===== src/rtl/write_select_stage.sv =====
// Registered channel selector with valid/ready handshake and illegal-select substitution.
// Optional saturating illegal-select counter enabled by defining WSS_ERRCNT_EN.
module write_select_stage #(
    parameter int                 WIDTH       = 32,
    parameter int                 NUM_IN      = 8,
    parameter int                 SEL_W       = 4,
    parameter logic [WIDTH-1:0]   DEFAULT_VAL = WIDTH'(227)
) (
    input  logic                    clk,
    input  logic                    reset,
    input  logic [NUM_IN*WIDTH-1:0] data_in,
    input  logic [SEL_W-1:0]        sel,
    input  logic                    sel_keep,
    input  logic                    in_valid,
    output logic                    in_ready,
    output logic [WIDTH-1:0]        out_data,
    output logic [SEL_W-1:0]        out_sel,
    output logic                    out_err,
    output logic                    out_valid,
    input  logic                    out_ready,
    output logic [7:0]              err_count,
    input  logic                    err_clr
);

    localparam logic [0:0] EMPTY = 1'b0;
    localparam logic [0:0] FULL  = 1'b1;

    logic [0:0]       state;
    logic [SEL_W-1:0] last_sel;
    logic [SEL_W-1:0] eff_sel;
    logic             sel_legal;
    logic [WIDTH-1:0] sel_data;
    logic             accept;

    assign out_valid = (state == FULL);
    assign in_ready  = !out_valid || out_ready;
    assign accept    = in_valid && in_ready;
    assign eff_sel   = sel_keep ? last_sel : sel;
    assign sel_legal = (32'(eff_sel) < NUM_IN);

    // Explicit compare-per-channel mux so an out-of-range selector falls back to DEFAULT_VAL, never X.
    always_comb begin
        sel_data = DEFAULT_VAL;
        for (int k = 0; k < NUM_IN; k++) begin
            if (32'(eff_sel) == k) begin
                sel_data = data_in[k*WIDTH +: WIDTH];
            end
        end
    end

    always_ff @(posedge clk or posedge reset) begin
        if (reset) begin
            state    <= EMPTY;
            out_data <= '0;
            out_sel  <= '0;
            out_err  <= 1'b0;
            last_sel <= '0;
        end else begin
            if (accept) begin
                state    <= FULL;
                out_data <= sel_data;
                out_sel  <= eff_sel;
                out_err  <= !sel_legal;
                last_sel <= eff_sel;
            end else if (state == FULL && out_ready) begin
                state <= EMPTY;
            end
        end
    end

`ifdef WSS_ERRCNT_EN
    logic [7:0] err_cnt_q;

    // Clear takes priority over a same-cycle increment; the count sticks at 255.
    always_ff @(posedge clk or posedge reset) begin
        if (reset) begin
            err_cnt_q <= 8'd0;
        end else if (err_clr) begin
            err_cnt_q <= 8'd0;
        end else if (accept && !sel_legal && err_cnt_q != 8'd255) begin
            err_cnt_q <= err_cnt_q + 8'd1;
        end
    end

    assign err_count = err_cnt_q;
`else
    logic unused_err_clr;

    assign unused_err_clr = err_clr;
    assign err_count      = 8'd0;
`endif

endmodule


===== config.mk =====
export PLATFORM = sky130hd
export DESIGN_NAME = write_select_stage
export DESIGN_NICKNAME = d
export VERILOG_FILES = /design/src/rtl/write_select_stage.sv
export SDC_FILE = /design/constraint.sdc
export NUM_CORES = 1
export LEC_CHECK = 0
export CORE_AREA = 8 8 116 118
export DETAILED_ROUTE_END_ITERATION = 10
export DIE_AREA = 0 0 124 126
export DONT_BUFFER_PORTS = 1
export SKIP_LAST_GASP = 1
export SLEW_MARGIN = 10
export SYNTH_ARGS = -nofsm -noshare
export SYNTH_HDL_FRONTEND = slang
export SYNTH_SLANG_ARGS = --single-unit

===== constraint.sdc =====
create_clock -name clk -period 2.15 [get_ports clk]
set_input_delay 0.215 -clock clk [delete_from_list [all_inputs] [get_ports clk]]
set_output_delay 0.215 -clock clk [all_outputs]
set_load 0.01 [all_outputs]

==> flow_summary.yaml <==
floorplan:
  fp.dieW_um: 124
  start_util_pct: 36.7
  core-area_mm2: 0.0117
  ios: 313
  dieArea_mm2: 0.0156
  die_y_um: 126
  rows: 40
status:
  status: "finished, violations left"
  violations: "negative hold slack"
yosys:
  ys_types: 49
  synth_flop_cell: "dfrtp_1"
  synth_warnings: 0
  seq_area_frac_synth_pct: 21.6
  async_reset_ff_share_pct: 100
  synth.ff_latch_count: 37
  syn_inst: 642
  synth_area_mm2: 0.00429
  postSynthAreaPerCell_um2: 6.69
  synth-edff-count: 0
timing:
  hold_viol: 10
  fin_tns_setup_ns: 0
  grt_setup_unrepaired: "false"
  drv_slew: 0
  worst_clock_skew_ns: 0.00865
  post-route-min-period_ns: 2.04
  hold_slack_ns: -0.0128
  timing.final.crit_share_pct: 94.9
  fmax_ghz: 0.490
  finalSetupViolCount: 0
  tightest_slew_ns: 0.936
  relSlewSlack_pct: 37.1
worst_setup_path:
  path_cells: "mux2_2 > o211ai_1 > o32ai_1 > a2111oi_0 > nor3_1"
  max_stage_delay_ns: 0.47
  required_ns: 2.31
  r2r_cells: 5
  crit_family: "compound AO/OA/AOI/OAI gates"
  rrSetupSlack_ns: 0.11
  startpoint: "last_sel[1]"
  crit_buf_inv: 0
  critical_path_class: "flip-flop to flip-flop"
  r2r_end: "out_data[28]"
  cp.arrival_ns: 2.20
  worstReg2RegStart: "last_sel[1]"
  cp_max_fo: 17
  worst_setup_path_start_kind: "flip-flop"
  cpMaxStageDelayCell: "dfrtp_1"
  worst_setup_path_end_kind: "flip-flop"
placed_design:
  portBuffers: 0
  place.gp.congestion: 0.877
  dp.cells: 744
  hpwl_um: 14100
cts:
  cts_hold_buf: 0
  cts.path.max_buffers: 2
  clkLatencyLatePin_ns: 0.29
  path_clk_slew_ns: 0.06
  cts_buffers: 5
  htree_levels: 2
  clkSinkCount: 37
  clock-root-buffer: "clkbuf_16"
  cts_tree: "done"
cells_and_area:
  layout.cells.non_filler: 753
  final_cell_mix: "a21oi_1 (145), nand2_1 (131), a211oi_1 (52)"
  nets: 871
  nFillCells: 1275
  drive_gt1_share_pct: 8.42
  final_common_cell: "a21oi_1"
  num_antenna_cells: 0
  syn2layout_area_growth_pct: 6.29
route:
  ant_nets: 0
  via_count: 5072
  drt_first_iter_violations: 549
  drt_first_pass_iters: 6
  vias_per_cell: 6.74
  avgRoutedWirePerCell_um: 25.3
  drt_wl_total_um: 19000
  drcViolationCount: 0
global_routing:
  antenna_found_initial: 0
  grt_max_degree: 78
  grt_use_total_pct: 22.4
  first_global_vias: 5122
  grt_pass1_wl_um: 27800
  grt_overflow: 0
worst_hold_path:
  worstHoldPathType: "input pin to asynchronous set/reset pin"
power_and_ir_drop:
  leakage_nw: 1.71
  power_density_mw_per_mm2: 702
  ir_drop_v: 0.000358
job:
  drv_cap: 0
==> worst register-to-register path: stages (launching register included) <==
cell	delay, ns
dfrtp_1	0.47
mux2_2	0.47
o211ai_1	0.25
o32ai_1	0.16
a2111oi_0	0.46
nor3_1	0.10
==> cells by family (layout without fill, tap and decap cells) <==
family / count (synthesis) / after routing / share of synthesized area, %
buffers and inverters: 84 / 40 / 8.86
AOI/OAI and AO/OA: 310 / 310 / 43.6
DFF: 37 / 37 / 21.6
muxes: 34 / 34 / 8.42
and+or+nand+nor: 176 / 177 / 17.4
other: 1 / 8 / 0.0873
==> synth_stat cells, types with 7 or more instances <==
master,number,area (µm²)
o221ai_1,26,228
nor2_1,12,45.0
clkbuf_1,46,173
buf_2,19,95.1
nand3_1,7,35.0
nand2_1,132,495
dfrtp_1,37,926
a211oi_1,52,390
a21oi_1,145,726
a31oi_1,8,50.1
o21ai_0,50,250
buf_4,9,67.6
mux2i_1,28,280
==> where the power goes <==
part           leakage, nW  switching (mW)  internal [mW]
registers            0.455           0.226          0.867
clock network       0.0706           0.310          0.427
logic                 1.18           0.848          0.528
total                 1.71            1.38           1.82
==> layer usage <==
metal	part of all wire (%)	GRT usage, %	vias up	routed length (µm)
li1	-	-	2304	-
met1	38	26.8	2427	7320
met2	50	38.7	309	9470
met3	9.9	5.09	32	1890
met4	1.9	6.79	0	366
met5	0	0	-	0
==> how the worst max path moves through the flow <==
| stage | cells past startpoint | to | slack [ns] |
|---|---|---|---|
| after global placement | 5 | out_data[24] | 0.14 |
| final | 5 | out_data[28] | 0.11 |
| after floorplan | 7 | out_data[28] | 0.28 |
| after global routing | 6 | out_data[29] | 0.01 |
| after CTS | 5 | out_data[29] | 0.08 |
| after detailed placement | 5 | out_data[24] | 0.08 |
==> stage by stage <==
step / total power, mW / hold WS, ns / cell area, µm² / worst slack, ns / utilization, %
global placement: 2.41 / 0.325 / 4410 / 0.137 / 37.6
detailed placement: 2.45 / 0.328 / 4410 / 0.0847 / 37.6
floorplan: 2.09 / 0.323 / 4320 / 0.277 / -
finish: 3.21 / -0.0128 / 4560 / 0.109 / 39.0
CTS: 3.20 / 0.0251 / 4550 / 0.0841 / 38.8
global route: 3.41 / 0.0368 / 4560 / 0.0108 / 39.0
==> registers in the layout, indices dropped and copies added, names as in the netlist <==
name	count
out_data	32
last_sel	3
out_valid	1
out_err	1
==> cell type report <==
class                      count  area, µm²  area share (%)
inverter                       4       15.0           0.329
tap                          147        184            4.03
clock inverter                 2       10.0           0.219
multi-input combinational    529       3070            67.2
sequential                    37        926            20.3
clock buffer                   6        129            2.82
timing repair buffer          28        235            5.15
==> timing repair <==
| action | in CTS | in global routing |
|---|---|---|
| resized for setup | 0 | 2 |
| setup endpoints to repair | 0 | 26 |
| buffers inserted | 0 | 0 |
(Power assumes the default switching activity.)
